===== config.mk =====
export PLATFORM = sky130hd
export DESIGN_NAME = usb_cmd_master
export DESIGN_NICKNAME = d
export VERILOG_FILES = /design/src/rtl/usb_cmd_master.sv
export SDC_FILE = /design/constraint.sdc
export NUM_CORES = 1
export LEC_CHECK = 0
export BUFFER_PORTS_ARGS = -buffer_cell sky130_fd_sc_hd__buf_2
export CAP_MARGIN = 20
export CORE_MARGIN = 4
export CORE_UTILIZATION = 43
export DETAILED_ROUTE_END_ITERATION = 10
export PLACE_DENSITY_LB_ADDON = 0.3
export SLEW_MARGIN = 20
export SYNTH_ARGS = -nofsm -noshare
export SYNTH_HDL_FRONTEND = slang
export SYNTH_SLANG_ARGS = --single-unit

===== constraint.sdc =====
create_clock -name clk -period 2.6 [get_ports clk]
set_input_delay 0.78 -clock clk [delete_from_list [all_inputs] [get_ports clk]]
set_output_delay 0.78 -clock clk [all_outputs]
set_load 0.01 [all_outputs]

===== src/rtl/usb_cmd_master.sv =====
// rtl/usb_cmd_master.sv - FX3 GPIF2 bridge control-protocol initiator
module usb_cmd_master (
  input  logic        clk,
  input  logic        rst,
  input  logic        req_valid,
  output logic        req_ready,
  input  logic [7:0]  req_type,
  input  logic [31:0] req_addr,
  input  logic [31:0] req_size,
  input  logic [31:0] wr_data,
  input  logic        wr_valid,
  output logic        wr_ready,
  output logic [31:0] rd_data,
  output logic        rd_valid,
  input  logic        rd_ready,
  output logic        rd_last,
  output logic [31:0] ctrl_tdata,
  output logic        ctrl_tvalid,
  input  logic        ctrl_tready,
  output logic        ctrl_tlast,
  output logic [31:0] tx_tdata,
  output logic        tx_tvalid,
  input  logic        tx_tready,
  output logic        tx_tlast,
  input  logic [31:0] rx_tdata,
  input  logic        rx_tvalid,
  output logic        rx_tready,
  input  logic        rx_tlast,
  output logic        busy,
  output logic        done,
  output logic        err
);

  localparam logic [7:0] TYPE_IN  = 8'h40;
  localparam logic [7:0] TYPE_OUT = 8'h80;

  typedef enum logic [2:0] {IDLE, CMD0, CMD1, CMD2, DOUT, DIN} state_t;

  state_t      state_q, state_d;
  logic [7:0]  type_q, type_d;
  logic [31:0] addr_q, addr_d;
  logic [31:0] size_q, size_d;
  logic [29:0] words_left_q, words_left_d;
  logic        done_q, done_d;
  logic        err_q, err_d;

  logic        req_ok;
  logic        last_word;

  // A request is only worth serialising if the bridge can decode it.
  assign req_ok    = (req_size[1:0] == 2'b00) && (req_size != 32'd0) &&
                     ((req_type == TYPE_IN) || (req_type == TYPE_OUT));
  assign last_word = (words_left_q == 30'd1);

  assign busy = (state_q != IDLE);
  assign done = done_q;
  assign err  = err_q;

  // Next-state logic plus the per-state multiplexing of the three stream ports.
  always_comb begin
    state_d      = state_q;
    type_d       = type_q;
    addr_d       = addr_q;
    size_d       = size_q;
    words_left_d = words_left_q;
    done_d       = 1'b0;
    err_d        = 1'b0;

    req_ready    = 1'b0;
    ctrl_tdata   = 32'd0;
    ctrl_tvalid  = 1'b0;
    ctrl_tlast   = 1'b0;
    tx_tdata     = 32'd0;
    tx_tvalid    = 1'b0;
    tx_tlast     = 1'b0;
    wr_ready     = 1'b0;
    rd_data      = 32'd0;
    rd_valid     = 1'b0;
    rd_last      = 1'b0;
    rx_tready    = 1'b0;

    case (state_q)
      IDLE: begin
        // Held low while in reset so the client never sees a phantom accept.
        req_ready = ~rst;
        if (req_valid && !rst) begin
          type_d       = req_type;
          addr_d       = req_addr;
          size_d       = req_size;
          words_left_d = req_size[31:2];
          if (req_ok) begin
            state_d = CMD0;
          end else begin
            err_d = 1'b1;
          end
        end
      end
      CMD0: begin
        ctrl_tvalid = 1'b1;
        ctrl_tdata  = size_q;
        if (ctrl_tready) state_d = CMD1;
      end
      CMD1: begin
        ctrl_tvalid = 1'b1;
        ctrl_tdata  = addr_q;
        if (ctrl_tready) state_d = CMD2;
      end
      CMD2: begin
        ctrl_tvalid = 1'b1;
        ctrl_tdata  = {24'h0, type_q};
        ctrl_tlast  = 1'b1;
        if (ctrl_tready) state_d = (type_q == TYPE_OUT) ? DOUT : DIN;
      end
      DOUT: begin
        tx_tdata  = wr_data;
        tx_tvalid = wr_valid;
        tx_tlast  = last_word;
        wr_ready  = tx_tready;
        if (wr_valid && tx_tready) begin
          words_left_d = words_left_q - 30'd1;
          if (last_word) begin
            state_d = IDLE;
            done_d  = 1'b1;
          end
        end
      end
      DIN: begin
        rd_data   = rx_tdata;
        rd_valid  = rx_tvalid;
        rd_last   = last_word;
        rx_tready = rd_ready;
        if (rx_tvalid && rd_ready) begin
          words_left_d = words_left_q - 30'd1;
          if (last_word) begin
            // Count reached: finish, but flag a bridge that forgot its marker.
            state_d = IDLE;
            done_d  = 1'b1;
            err_d   = ~rx_tlast;
          end else if (rx_tlast) begin
            // Bridge ended the transfer short: deliver the beat, abort.
            state_d = IDLE;
            err_d   = 1'b1;
          end
        end
      end
      default: state_d = IDLE;
    endcase
  end

  // State and request registers; reset returns to IDLE with no pending pulses.
  always_ff @(posedge clk) begin
    if (rst) begin
      state_q      <= IDLE;
      type_q       <= 8'd0;
      addr_q       <= 32'd0;
      size_q       <= 32'd0;
      words_left_q <= 30'd0;
      done_q       <= 1'b0;
      err_q        <= 1'b0;
    end else begin
      state_q      <= state_d;
      type_q       <= type_d;
      addr_q       <= addr_d;
      size_q       <= size_d;
      words_left_q <= words_left_d;
      done_q       <= done_d;
      err_q        <= err_d;
    end
  end

endmodule


# After elaboration in Yosys (flattened, before gate mapping)
# Index checks and enable logic that the tools add are counted.
dict set report totals {
  elab_cells 82
  regBits 107
  output_inout_bits 108
}
dict set report op_classes {
  n_addsub 1
  muxes 38
  bitwise_logic 2
  n_reduce_logical 16
  eq_ne 18
}
# cell n
set ops {}
lappend ops {{one-hot mux 32 bit (3 select lines)} 1}
lappend ops {{two-way mux 30 bit} 3}
lappend ops {{one-hot mux 30 bit (3 select lines)} 1}
lappend ops {{two-way mux 32 bit} 2}
lappend ops {{nonzero test 32 bit} 1}
lappend ops {{== test 30 x 1 -> 1 bit, second input constant} 1}
lappend ops {{two-way mux 3 bit} 10}
lappend ops {{subtractor 30 x 1 -> 30 bit, second input constant} 1}
lappend ops {{two-way mux 1 bit} 18}
lappend ops {{one-hot mux 3 bit (6 select lines)} 1}
lappend ops {{== test 8 bit, second input constant} 2}
lappend ops {{inequality test 2 bit, second input constant} 8}
lappend ops {{AND reduction 9 bit} 1}
lappend ops {{== test 8 x 7 -> 1 bit, second input constant} 1}
lappend ops {{== test 3 x 2 -> 1 bit, second input constant} 2}
lappend ops {{== test 3 bit, second input constant} 2}
lappend ops {{nonzero test 3 bit} 2}
lappend ops {{logical AND 1 bit} 5}
lappend ops {{one-hot mux 1 bit (2 select lines)} 2}
lappend ops {{AND reduction 4 bit} 1}
lappend ops {{== test 3 x 1 -> 1 bit, second input constant} 1}
lappend ops {{logical NOT 3 bit} 1}
lappend ops {{inequality test 3 bit, second input constant} 1}
lappend ops {{OR reduction 3 bit} 1}
lappend ops {{5 further kinds} 6}

# Logic depth before layout (Yosys ltp)
# Gate-level depths: netlist of the first run.
dict set report depth {
  word_depth 6
  depth_mapped 10
  mapped_depth_nobuf 10
}

# Worst setup path before layout of the first run
# OpenSTA, ideal clock, no wires.
dict set report synth_path {
  path_kind {register to register}
  from {register words_left_q[8]}
  to {register state_q[0]}
  setup_slack_ns 0.077
  setup_time_ns 0.061
  period_less_slack_ns 2.523
  stages_incl_launch_ff 11
  required_ns 2.539
  path_buffers 1
  arrival_ns 2.462
  cell_sequence {dfxtp_1 nor4_4 and2_1 clkbuf_1 nand4b_1 ha_1 nand3b_1 a32oi_1 nand3_1 a2111oi_0 a32o_1}
}
dict set report synth_between {
  elab_chain_len 4
}
# item line
set synth_lines {}
lappend synth_lines {{from (decl)} 43} ;# logic [29:0] words_left_q, words_left_d;
lappend synth_lines {{from (signal assigned)} 165} ;# words_left_q <= words_left_d;
lappend synth_lines {{== test 30 x 1 -> 1 bit *} 53} ;# assign last_word = (words_left_q == 30'd1);
lappend synth_lines {{two-way mux 3 bit} 134} ;# if (last_word) begin
lappend synth_lines {{two-way mux 3 bit} 132} ;# if (rx_tvalid && rd_ready) begin
lappend synth_lines {{one-hot mux 3 bit (6 select lines)} 82} ;# case (state_q)
lappend synth_lines {{to (signal assigned)} 161} ;# state_q <= state_d;
lappend synth_lines {{to (decl)} 39} ;# state_t state_q, state_d;
# Mark *: on every way between the ends. The rest lies on a longest branch, timed or not. The select of a mux whose other input is x is not followed.
# A chain may end at the register's enable or synchronous reset.

# Worst setup path after layout of the first run
dict set report layout_path {
  from {register words_left_q[24]}
  to {output port rd_last}
}
dict set report layout_between {
  elab_chain_len 2
}
# item line
set layout_lines {}
lappend layout_lines {{== test 30 x 1 -> 1 bit} 53}
lappend layout_lines {{two-way mux 1 bit} 82}
lappend layout_lines {{to (decl)} 16} ;# output logic rd_last,
# Every way passes these cells.

==> summary by stage, run 1 <==
Power and ir drop
The power density over the cells is 507 mW/mm². The maximum vdd ir drop is 345 µV. In this run the static leakage power is 3.75 nW.

Global routing
The met3 layer usage reported by global route is 0.0590. The via count of the first global-routing pass came to 5,875. The global routing stage identified its most utilized layer as met2.

In the global route stage, overall resource usage came out at 0.244. For this run, global-route usage on met2 was measured as 0.397. The met1 usage is 0.320. The initial antenna violation count came to 1. The maximum number of pins on one net before global-route repair is 81. The first global-routing pass estimated 29,500 µm of wire. For this run the aggregate overflow at the end of global routing stands at 0.

Die
The number of core rows is 42. The die is 124 µm tall. The floorplan step defined a die boundary enclosing 0.0153 mm². In this run the count of I/O pins placed on the die edge is 253.

The core region is 0.0132 mm². For this configuration, the core starts out at a cell density of 0.438. The die is 124 µm wide.

Yosys
The fraction of synthesized cell area taken by the top area cell type is 0.371. In this run, synthesis produced a sequential element count of 107. Of the synthesized area, sequential elements account for 0.371. The commonest register cell after synthesis is sky130_fd_sc_hd__dfxtp_1. The net count after synthesis is 927. Synthesis produced a netlist whose cell count is 779. The cell accounting for the most synthesized area is sky130_fd_sc_hd__dfxtp_1. The number of distinct standard cells referenced by the synthesized netlist is 61. The synthesized netlist occupies a cell area of 0.00577 mm².

By count the netlist is led by sky130_fd_sc_hd__nand2_1 (175), sky130_fd_sc_hd__dfxtp_1 (107), sky130_fd_sc_hd__o21ai_0 (86). The number of flops mapped to enable cells by yosys is 0. Of all flip-flops after synthesis, the portion carrying an async set or reset was 0. Yosys instantiated no cell more often than sky130_fd_sc_hd__nand2_1. In this run the mean area of a mapped cell was 7.41 µm². Yosys attributes the largest share of cell area to sky130_fd_sc_hd__dfxtp_1 (37%), sky130_fd_sc_hd__nand2_1 (11%), sky130_fd_sc_hd__o21ai_0 (7.5%), sky130_fd_sc_hd__a22o_1 (5.2%), sky130_fd_sc_hd__and3_1 (4.0%).

During synthesis, Yosys emitted a total of 0 warnings.

Critical path
Data on the critical path is required at its endpoint by 1.82 ns. The setup path with the least slack is of type flop to output port. The type of element launching the critical path is a flop. The arrival time of data at the critical path endpoint is 1.84 ns. The logic depth of the worst register-to-register path is 11.

The largest fanout of any net on the critical path is 4. The startpoint identified for the worst register-to-register timing path is words_left_q[24]$_SDFFE_PP0P_. The critical path starts at words_left_q[24]$_SDFFE_PP0P_.

Across all register-to-register paths, the minimum setup slack is 0.08 ns. The worst register-to-register path ends at state_q[0]$_SDFFE_PP0P_. The worst setup path is captured at an output port.

Clock tree
The longest clock path from root to sink contains 2 buffers. TritonCTS built the clock tree. The tree is rooted in a sky130_fd_sc_hd__clkbuf_16. For the worst-skew pair, the clock arrives at the later sink with an insertion delay of 0.36 ns.

Clock-pin slew was measured on the worst setup and hold paths at 0.07 ns. The clock sink count is 107. The hold-fix buffer count after cts is 0. In this run, CTS created clock tree buffers numbering 9. The H-tree was split into 3 levels.

STA
The number of failing setup endpoints in the final timing report is 1. The max-slew violation count is 0. The worst path in the final design needs a cycle of 2.62 ns, including I/O delays and setup.

Setup slack on the critical path of the routed design comes to -0.0241 ns. The slew at the pin closest to its max-slew limit is 0.709 ns. Headroom to the max-slew limit came out at 0.526. Setup repair after global routing could not meet its margin everywhere. The number of hold violations in the final report is 0.

Based on the critical path, the design can be clocked at up to 381 MHz. The worst clock skew is 0.00665 ns. In the finished design, the share of the clock period the worst path needs comes to 1.01.

Route
After detailed routing, the number of vias per cell comes to 5.44. The detailed-router iteration count before antenna repair is 5. The number of nets with antenna violations after detailed routing is 0. The detailed router's first-iteration violation count is 564. The count of unresolved DRC violations after routing is 0. Dividing the detail-routed wire length by the instance count gives 16.3 µm.

The total via count in the routed design is 6,541. Wires add up to 19,600 µm.

Placed design
The HPWL reported at the end of detailed placement is 14,500 µm. Buffers placed on the I/O ports in this run total 252. In this run the cell area measured after placement is 0.00734 mm². The final weighted congestion in routability-driven placement is 0.908.

Cells and area
In the final layout, the share of cells above drive strength 1 is 0.333. The utilization of the core after routing is 0.590. From synthesis to final layout, the design area changed by 34.7%.

The finished cells cover 0.00778 mm². The number of nets in the finished design is 1,170.

Hold path
The min-delay analysis places its worst path in the category flop to flop. The worst hold path passes through 2 cells. The capture endpoint of the worst hold path is size_q[27]$_SDFFE_PP0P_. The worst hold path begins at size_q[27]$_SDFFE_PP0P_.

Run status
The flow ran to the end, but the final reports show violations. The final reports fail on setup timing.

Flow run
Max-cap violations in this run came to 0.
how the worst max path moves through the flow:
stage / end / slack, ns / cells after the start
3_5_place_dp: state_q[0]$_SDFFE_PP0P_ / -0.09 / 9
3_3_place_gp: state_q[0]$_SDFFE_PP0P_ / 0.04 / 9
5_1_grt: rd_last / -0.1 / 7
6_report: rd_last / -0.02 / 7
2_1_floorplan: state_q[0]$_SDFFE_PP0P_ / 0.08 / 10
4_1_cts: rd_last / -0.13 / 7
cell usage in the layout, fill, tap and decap left out, types with 7 or more instances in the layout:
cell / netlist / final
sky130_fd_sc_hd__nand2_1: 175 / 175
sky130_fd_sc_hd__nand4_1: 8 / 8
sky130_fd_sc_hd__clkbuf_16: 0 / 9
sky130_fd_sc_hd__o21ai_0: 86 / 86
sky130_fd_sc_hd__buf_2: 3 / 251
sky130_fd_sc_hd__a21oi_1: 37 / 37
sky130_fd_sc_hd__dfxtp_1: 107 / 103
sky130_fd_sc_hd__nor4_1: 15 / 13
sky130_fd_sc_hd__nor2_1: 53 / 52
sky130_fd_sc_hd__nand3_1: 10 / 10
sky130_fd_sc_hd__a31oi_1: 8 / 8
sky130_fd_sc_hd__and2_1: 35 / 35
sky130_fd_sc_hd__and3_1: 37 / 37
sky130_fd_sc_hd__a22oi_1: 7 / 7
sky130_fd_sc_hd__a22o_1: 34 / 34
sky130_fd_sc_hd__buf_4: 0 / 35
sky130_fd_sc_hd__mux2_2: 8 / 8
flip-flops by register name (all words and copies together) (netlist names):
register,cells
size_q,32
state_q,3
err,1
words_left_q,30
addr_q,32
done,1
type_q,8
worst max-delay path, stage by stage (launching register included):
cell	delay, ns
sky130_fd_sc_hd__dfxtp_2	0.32
sky130_fd_sc_hd__or3_4	0.40
sky130_fd_sc_hd__nor4_4	0.17
sky130_fd_sc_hd__nand4b_1	0.14
sky130_fd_sc_hd__buf_6	0.15
sky130_fd_sc_hd__buf_6	0.11
sky130_fd_sc_hd__nor2_4	0.08
sky130_fd_sc_hd__buf_6	0.11
layer usage:
metal	part of all wire	vias up
li1	-	3252
met1	0.42	2962
met2	0.47	293
met3	0.083	34
met4	0.021	0
met5	0	-
metrics by stage:
stage / setup WS (ns) / std cells / hold slack (ns) / setup TNS [ns] / total power [mW]
6_report: -0.0241 / 1202 / 0.455 / -0.0241 / 3.94
5_1_grt: -0.0966 / 1202 / 0.483 / -0.154 / 4.11
4_1_cts: -0.135 / 1198 / 0.456 / -0.233 / 3.96
3_5_place_dp: -0.0931 / 1181 / 0.447 / -0.0931 / 2.50
3_3_place_gp: 0.0389 / 1181 / 0.437 / 0 / 2.48
2_1_floorplan: 0.0770 / 779 / 0.416 / 0 / 2.20
layout make-up:
cell class,instances,area [µm²]
fillers,1261,5410
multi-input cells,604,3450
flip-flops and latches,107,2150
repair buffers,294,1630
clock buffers,10,229
well taps,176,220
clock inverters,4,77.6
inverters,6,22.5
diodes,1,2.50
power by group:
group,internal (mW),leakage (nW),total (mW),switching [mW]
Combinational,0.273,2.71,0.631,0.358
Sequential,1.76,0.884,1.86,0.0945
Clock,0.837,0.149,1.45,0.615
Total,2.87,3.75,3.94,1.07
kinds of logic (layout without fill, tap and decap cells):
family | count (synthesis) | in the layout | share of synthesized area
adder cells (fa/ha/maj) | 3 | 3 | 0.00650
XOR/XNOR | 3 | 3 | 0.00455
flip-flops | 107 | 107 | 0.371
other | 0 | 1 | 0
multiplexers | 11 | 11 | 0.0208
AO/OA/AOI/OAI | 214 | 214 | 0.236
AND/OR/NAND/NOR | 373 | 373 | 0.316
buffers and inverters | 68 | 314 | 0.0449
what timing repair did:
item,in CTS,in global routing
pin swaps,4,6
setup buffers,3,2
gates cloned,0,1
gates resized for setup,10,13
setup endpoints to repair,4,63
(Power assumes the default switching activity.)
==> run 2: changes to the inputs <==
--- a/config.mk
+++ b/config.mk
@@ -8,7 +8,7 @@
 export BUFFER_PORTS_ARGS = -buffer_cell sky130_fd_sc_hd__buf_2
 export CAP_MARGIN = 20
 export CORE_MARGIN = 4
-export CORE_UTILIZATION = 43
+export CORE_UTILIZATION = 48
 export DETAILED_ROUTE_END_ITERATION = 10
 export PLACE_DENSITY_LB_ADDON = 0.3
 export SLEW_MARGIN = 20
==> constraint.sdc (replaced) <==
create_clock -name clk -period 2.8 [get_ports clk]
set_input_delay 0.84 -clock clk [delete_from_list [all_inputs] [get_ports clk]]
set_output_delay 0.84 -clock clk [all_outputs]
set_load 0.01 [all_outputs]
==> run 2 against run 1 <==
Net effect: the flow now finishes without violations; non-clock buffer count decreased by 17; critical path type unchanged; sequential power decreased by 8%; first-iteration DRC count increased by 58%; power decreased by 10%; via count increased by 1.7%; wire length increased by 4.3%; final cell count decreased by 4.2%; critical path depth decreased by 1; critical endpoint is now tx_tlast; utilization increased by 5.8 points; clock skew increased by 0.00085 ns; final area decreased by 3.3%.
==> summary by stage, run 2 (synthesis gave the netlist of run 1 again) <==
Die
The number of core rows is 39 (was 42). The floorplan die area is 0.0138 mm² (was 0.0153 mm²). The boundary pin count is 253 (unchanged). The y dimension of the die was 118 µm (was 124 µm). The starting density of the core is 0.497 (was 0.438). The floorplan die width is 118 µm (was 124 µm). The placeable core region is 0.0116 mm² (was 0.0132 mm²).

Cells and area
Leading registers by flop count: addr_q (32), size_q (32), words_left_q (30) (unchanged). The utilization of the core after routing came to 0.648 (was 0.590). The antenna diode count is 0 (was 1). The number of nets in the finished design was 1,154 (was 1,170). The share of post-route cells with drive strength above 1 is 0.316 (was 0.333). The final instance area is 0.00752 mm² (was 0.00778 mm²). The most common cell after layout, fill and taps aside is sky130_fd_sc_hd__buf_2 (unchanged).

The area added between synthesis and finish came to 30.3% (was 34.7%). Commonest non-fill, non-tap cells in the layout: sky130_fd_sc_hd__buf_2 (252), sky130_fd_sc_hd__nand2_1 (175), sky130_fd_sc_hd__dfxtp_1 (105) (was sky130_fd_sc_hd__buf_2 (251), sky130_fd_sc_hd__nand2_1 (175), sky130_fd_sc_hd__dfxtp_1 (103)).

Route
The detailed-router iteration count before antenna repair was 5 (unchanged). The total via count in the routed design is 6,654 (was 6,541). The number of nets with antenna violations after detailed routing came to 0 (unchanged). The mean routed wirelength per cell is 17.8 µm (was 16.3 µm).

The total wire length is 20,500 µm (was 19,600 µm). The mean number of vias per cell is 5.78 (was 5.44). The count of unresolved DRC violations after routing is 0 (unchanged). The detailed router's first-iteration violation count is 893 (was 564).

Global routing
The first-pass GRT wire length came to 31,900 µm (was 29,500 µm). The initial antenna violation count is 2 (was 1). The via count of the first global-routing pass is 6,224 (was 5,875). The overall overflow remaining after global route is 0 (unchanged). The maximum number of pins on one net before global-route repair was 71 (was 81).

The overall fraction of global-route tracks in use is 0.278 (was 0.244).

Placed design
The final weighted congestion in routability-driven placement was 0.937 (was 0.908). The area of placed instances is 0.00719 mm² (was 0.00734 mm²). The number of I/O port buffers is 252 (unchanged).

The HPWL reported at the end of detailed placement is 14,900 µm (was 14,500 µm).

Hold path
The path class of the lowest-slack min-delay path is flop to flop (unchanged).

Critical path
The largest fanout of any net on the critical path came to 5 (was 4). The arrival time of data at the critical path endpoint is 1.89 ns (was 1.84 ns). The worst setup path category is flop to output port (unchanged). The type of element launching the critical path is a flop (unchanged). The critical path endpoint category is an output port (unchanged). The endpoint required time on the critical path is 1.96 ns (was 1.82 ns).

Run status
Run status: completed (was complete, but fails checks).

STA
Timing would allow up to 367 MHz. The worst clock skew is 0.00750 ns (was 0.00665 ns). The slew at the pin closest to its max-slew limit is 0.706 ns (was 0.709 ns). RSZ-0062 raised after global routing: true (unchanged). The routed design could run at a clock period as short as 2.73 ns. The max-slew violation count is 0 (unchanged). The number of failing setup endpoints in the final timing report was 0 (was 1).

The final worst-path cycle share is 0.974. The worst slew margin relative to its limit is 0.526 (about the same). The number of hold violations in the final report is 0 (unchanged).

Clock tree
The clock sink count is 107 (unchanged). The TritonCTS clock tree is done (unchanged). The hold-fix buffer count after cts was 0 (unchanged). The root buffer cell was sky130_fd_sc_hd__clkbuf_16 (unchanged). The total number of H-tree levels is 3 (unchanged). The clock transition at the registers of the reported paths is 0.07 ns (about the same). The TritonCTS buffer count was 9 (unchanged). The maximum buffer depth of the clock tree is 2 (unchanged). The source-to-sink clock delay at the later pin of the worst-skew pair is 0.35 ns (was 0.36 ns).

Flow run
The total of max-cap violations came to 0 (unchanged).

Power and ir drop
The leakage power figure came to 3.65 nW (was 3.75 nW). The power density over the cells was 472 mW/mm² (was 507 mW/mm²). The maximum vdd ir drop is 262 µV (was 345 µV).
## run 2: repair_timing
action / CTS / global route
cloned: 0 / 2
endpoints found under the setup margin: 3 / 77
pin swaps: 1 / 0
gates resized for setup: 1 / 5
buffers inserted: 1 / 0
## run 2: critical path, stage by stage (launching register included)
cell and delay [ns]:
sky130_fd_sc_hd__dfxtp_1 0.31, sky130_fd_sc_hd__or3_1 0.44, sky130_fd_sc_hd__nor4_4 0.20, sky130_fd_sc_hd__nand4b_1 0.12, sky130_fd_sc_hd__buf_4 0.18, sky130_fd_sc_hd__nor3_1 0.11
sky130_fd_sc_hd__buf_2 0.17
## run 2: final cells by class
cell class              instances  area, µm²
inverters                       6       22.5
fillers                      1040       4090
well taps                     143        179
clock inverters                 4       52.6
clock buffers                  10        239
repair buffers                277       1470
flip-flops and latches        107       2140
multi-input cells             605       3420
## run 2: through the flow
| step | std cells | hold WS (ns) | setup TNS (ns) | worst slack [ns] | power, mW |
|---|---|---|---|---|---|
| global placement | 1135 | 0.430 | 0 | 0.111 | 2.28 |
| detailed placement | 1135 | 0.437 | 0 | 0.0103 | 2.29 |
| global route | 1152 | 0.470 | -0.108 | -0.108 | 3.70 |
| finish | 1152 | 0.445 | 0 | 0.0723 | 3.55 |
| CTS | 1150 | 0.446 | 0 | 0.0215 | 3.55 |
| floorplan | 779 | 0.416 | 0 | 0.277 | 2.05 |
## run 2: path summary, 6_finish.rpt
path,start,end,slack (ns),depth (start not counted)
setup / recovery,words_left_q[24]$_SDFFE_PP0P_,tx_tlast,0.07,6
hold / removal,size_q[27]$_SDFFE_PP0P_,size_q[27]$_SDFFE_PP0P_,0.45,2
setup reg to reg,words_left_q[24]$_SDFFE_PP0P_,state_q[0]$_SDFFE_PP0P_,0.24,10
hold reg to reg,size_q[27]$_SDFFE_PP0P_,size_q[27]$_SDFFE_PP0P_,0.45,2
## run 2: layer usage
layer / track usage / wire (µm) / vias up
met2: 0.447 / 9590 / 336
li1: - / - / 3210
met1: 0.358 / 8450 / 3064
met5: 0 / 28 / -
met3: 0.0879 / 1990 / 40
met4: 0.0813 / 405 / 4
## run 2: report_power, final
group	internal [mW]	leakage, nW	switching, mW
clock network	0.710	0.144	0.556
logic	0.228	2.62	0.330
registers	1.64	0.883	0.0860
total	2.58	3.65	0.972
==> run 3: changes to the inputs <==
==> constraint.sdc (replaced) <==
create_clock -name clk -period 3 [get_ports clk]
set_input_delay 0.9 -clock clk [delete_from_list [all_inputs] [get_ports clk]]
set_output_delay 0.9 -clock clk [all_outputs]
set_load 0.01 [all_outputs]
==> run 3 against run 2 <==
Net effect: global-route usage is 0.42 points lower; combinational power fell by 9.3%; die area did not move; worst hold slack better by 0.0045 ns; sequential cell count did not move; utilization is 0.15 points lower; critical path depth shrank 1; final area is 0.23% lower; count of clock-buffer cells in the layout rose by 1; via count down 2.2%; final cell count shrank 0.26%; first-iteration DRC count down 33%; critical path type unchanged; highest routed layer unchanged.
==> summary by stage, run 3 (synthesis gave the netlist of run 1 again) <==
Run status
Run status: completed (unchanged).

Clock tree
The source-to-sink clock delay at the later pin of the worst-skew pair is 0.35 ns (about the same). The clock transition at the registers of the reported paths was 0.07 ns (about the same). The total number of H-tree levels is 3 (unchanged).

The clock sink count was 107 (unchanged). The root buffer cell is sky130_fd_sc_hd__clkbuf_16 (unchanged). The TritonCTS clock tree is done (unchanged).

The maximum buffer depth of the clock tree is 2 (unchanged). The TritonCTS buffer count is 9 (unchanged).

STA
The max-slew violation count is 0 (unchanged). For this run, the top clock speed supported by timing is 351 MHz. The clock period minus final worst setup slack is 2.85 ns. RSZ-0062 raised after global routing: false (was true).

The slew at the pin closest to its max-slew limit is 0.724 ns (was 0.706 ns). The number of hold violations in the final report came to 0 (unchanged). The final worst-path setup slack is 0.155 ns (was 0.0723 ns).

The number of failing setup endpoints in the final timing report is 0 (unchanged). The worst clock skew was 0.00736 ns (was 0.00750 ns). The setup total negative slack is 0 ns (unchanged). Dividing the final minimum period by the clock period gives 0.948.

The worst slew margin relative to its limit is 0.514 (was 0.526).

Placed design
The number of instances in the placed design is 1,132 (was 1,135). The HPWL reported at the end of detailed placement is 14,800 µm (was 14,900 µm). The number of I/O port buffers is 252 (unchanged). The pre-CTS worst setup slack was 0.218 ns (was 0.0103 ns). The final weighted congestion in routability-driven placement is 0.952 (was 0.937).

Critical path
The critical path endpoint category is an output port (unchanged). The largest fanout of any net on the critical path is 6 (was 5). The endpoint required time on the critical path is 2.10 ns (was 1.96 ns). The critical path's slowest cell is sky130_fd_sc_hd__or3_1 (unchanged). The highest cell delay on the worst timing path is 0.45 ns (was 0.44 ns). The type of element launching the critical path is a flop (unchanged).

The count of buffering cells on the critical path with inverters included is 1 (was 2). The arrival time of data at the critical path endpoint was 1.95 ns (was 1.89 ns). The slack of the worst reg-to-reg path was 0.23 ns (was 0.24 ns).

The kind of cell adding the most delay to the critical path was simple AND/OR/NAND/NOR gates (unchanged). The worst setup path category is flop to output port (unchanged). Worst path cell trace: or3_1 > nor4_2 > nand4b_1 > nor2_1 > buf_2 (was or3_1 > nor4_4 > nand4b_1 > buf_4 > nor3_1 > buf_2).

Cells and area
The count of filler cells inserted in the layout is 1,063 (was 1,040). The number of nets in the finished design is 1,149 (was 1,154). Leading registers by flop count: addr_q (32), size_q (32), words_left_q (30) (unchanged). The share of post-route cells with drive strength above 1 came to 0.311 (was 0.316).

The final instance count without filler cells came to 1,149 (was 1,152). The most common cell after layout, fill and taps aside was sky130_fd_sc_hd__buf_2 (unchanged). Commonest non-fill, non-tap cells in the layout: sky130_fd_sc_hd__buf_2 (252), sky130_fd_sc_hd__nand2_1 (175), sky130_fd_sc_hd__dfxtp_1 (106) (was sky130_fd_sc_hd__buf_2 (252), sky130_fd_sc_hd__nand2_1 (175), sky130_fd_sc_hd__dfxtp_1 (105)). The area added between synthesis and finish was 30.0% (was 30.3%).

The antenna diode count is 0 (unchanged).

Global routing
The via count of the first global-routing pass is 6,152 (was 6,224). The first-pass GRT wire length is 31,400 µm (was 31,900 µm). The initial antenna violation count is 2 (unchanged).

The maximum number of pins on one net before global-route repair came to 80 (was 71). The overall fraction of global-route tracks in use is 0.274 (was 0.278). The overall overflow remaining after global route is 0 (unchanged).

Route
The total via count in the routed design came to 6,506 (was 6,654). The number of nets with antenna violations after detailed routing came to 0 (unchanged). The detailed-router iteration count before antenna repair came to 5 (unchanged).

The total wire length was 19,900 µm (was 20,500 µm). The mean routed wirelength per cell is 17.3 µm (was 17.8 µm). The count of unresolved DRC violations after routing is 0 (unchanged).

The mean number of vias per cell was 5.66 (was 5.78). The detailed router's first-iteration violation count is 600 (was 893).

Hold path
The path class of the lowest-slack min-delay path is flop to flop (unchanged).

Flow run
The total of max-cap violations came to 0 (unchanged).

Die
The floorplan die area was 0.0138 mm² (unchanged). The number of core rows is 39 (unchanged). The boundary pin count came to 253 (unchanged). The placeable core region is 0.0116 mm² (unchanged). The starting density of the core is 0.497 (unchanged). The y dimension of the die was 118 µm (unchanged).

The floorplan die width is 118 µm (unchanged).

Power and ir drop
The leakage power figure is 3.63 nW (was 3.65 nW). The power density over the cells was 444 mW/mm² (was 472 mW/mm²). The maximum vdd ir drop is 311 µV (was 262 µV).
## run 3: repair_timing
action,in CTS,in global routing
hold buffers,0,0
pin swaps,1,0
setup buffers,1,0
endpoints found under the setup margin,2,3
resized for setup,0,2
## run 3: power breakdown
part	switching [mW]	leakage (nW)	internal, mW
registers	0.0803	0.882	1.53
clock network	0.546	0.147	0.676
logic	0.298	2.60	0.207
## run 3: area by class of cell
type                       count  area [µm²]  share of cell area
tap                          143         179              0.0238
sequential                   107        2140               0.286
inverter                       6        22.5             0.00300
clock inverter                 5        60.1             0.00800
multi-input combinational    604        3400               0.453
timing repair buffer         273        1460               0.194
clock buffer                  11         243              0.0323
## run 3: stage by stage
step | power [mW] | utilization | hold WS, ns | area (µm²)
6_report | 3.34 | 0.646 | 0.450 | 7510
5_1_grt | 3.47 | 0.646 | 0.473 | 7510
2_1_floorplan | 1.91 | - | 0.416 | 5770
4_1_cts | 3.34 | 0.646 | 0.458 | 7500
3_5_place_dp | 2.13 | 0.619 | 0.446 | 7190
3_3_place_gp | 2.12 | 0.619 | 0.427 | 7190
## run 3: final timing paths
path                                  from                 endpoint  cells after the start
max          words_left_q[24]$_SDFFE_PP0P_                  rd_last                      5
min                size_q[27]$_SDFFE_PP0P_  size_q[27]$_SDFFE_PP0P_                      2
max reg2reg  words_left_q[24]$_SDFFE_PP0P_  state_q[0]$_SDFFE_PP0P_                     10
min reg2reg        size_q[27]$_SDFFE_PP0P_  size_q[27]$_SDFFE_PP0P_                      2
## run 3: metal layers
layer  global-route usage  routed length [µm]  share of wire
met5                    0                  39         0.0020
met1                0.350                8210           0.41
met2                0.445                9250           0.46
met4               0.0623                 434          0.022
met3               0.0951                1990           0.10
## run 3: worst register-to-register path: cells and delay by family, from the launching register on
kind | cells | cell delay (ns)
compound gates | 3 | 0.77
fa+ha+maj | 1 | 0.17
buf+inv | 1 | 0.22
flops | 1 | 0.35
simple gates | 5 | 1.20
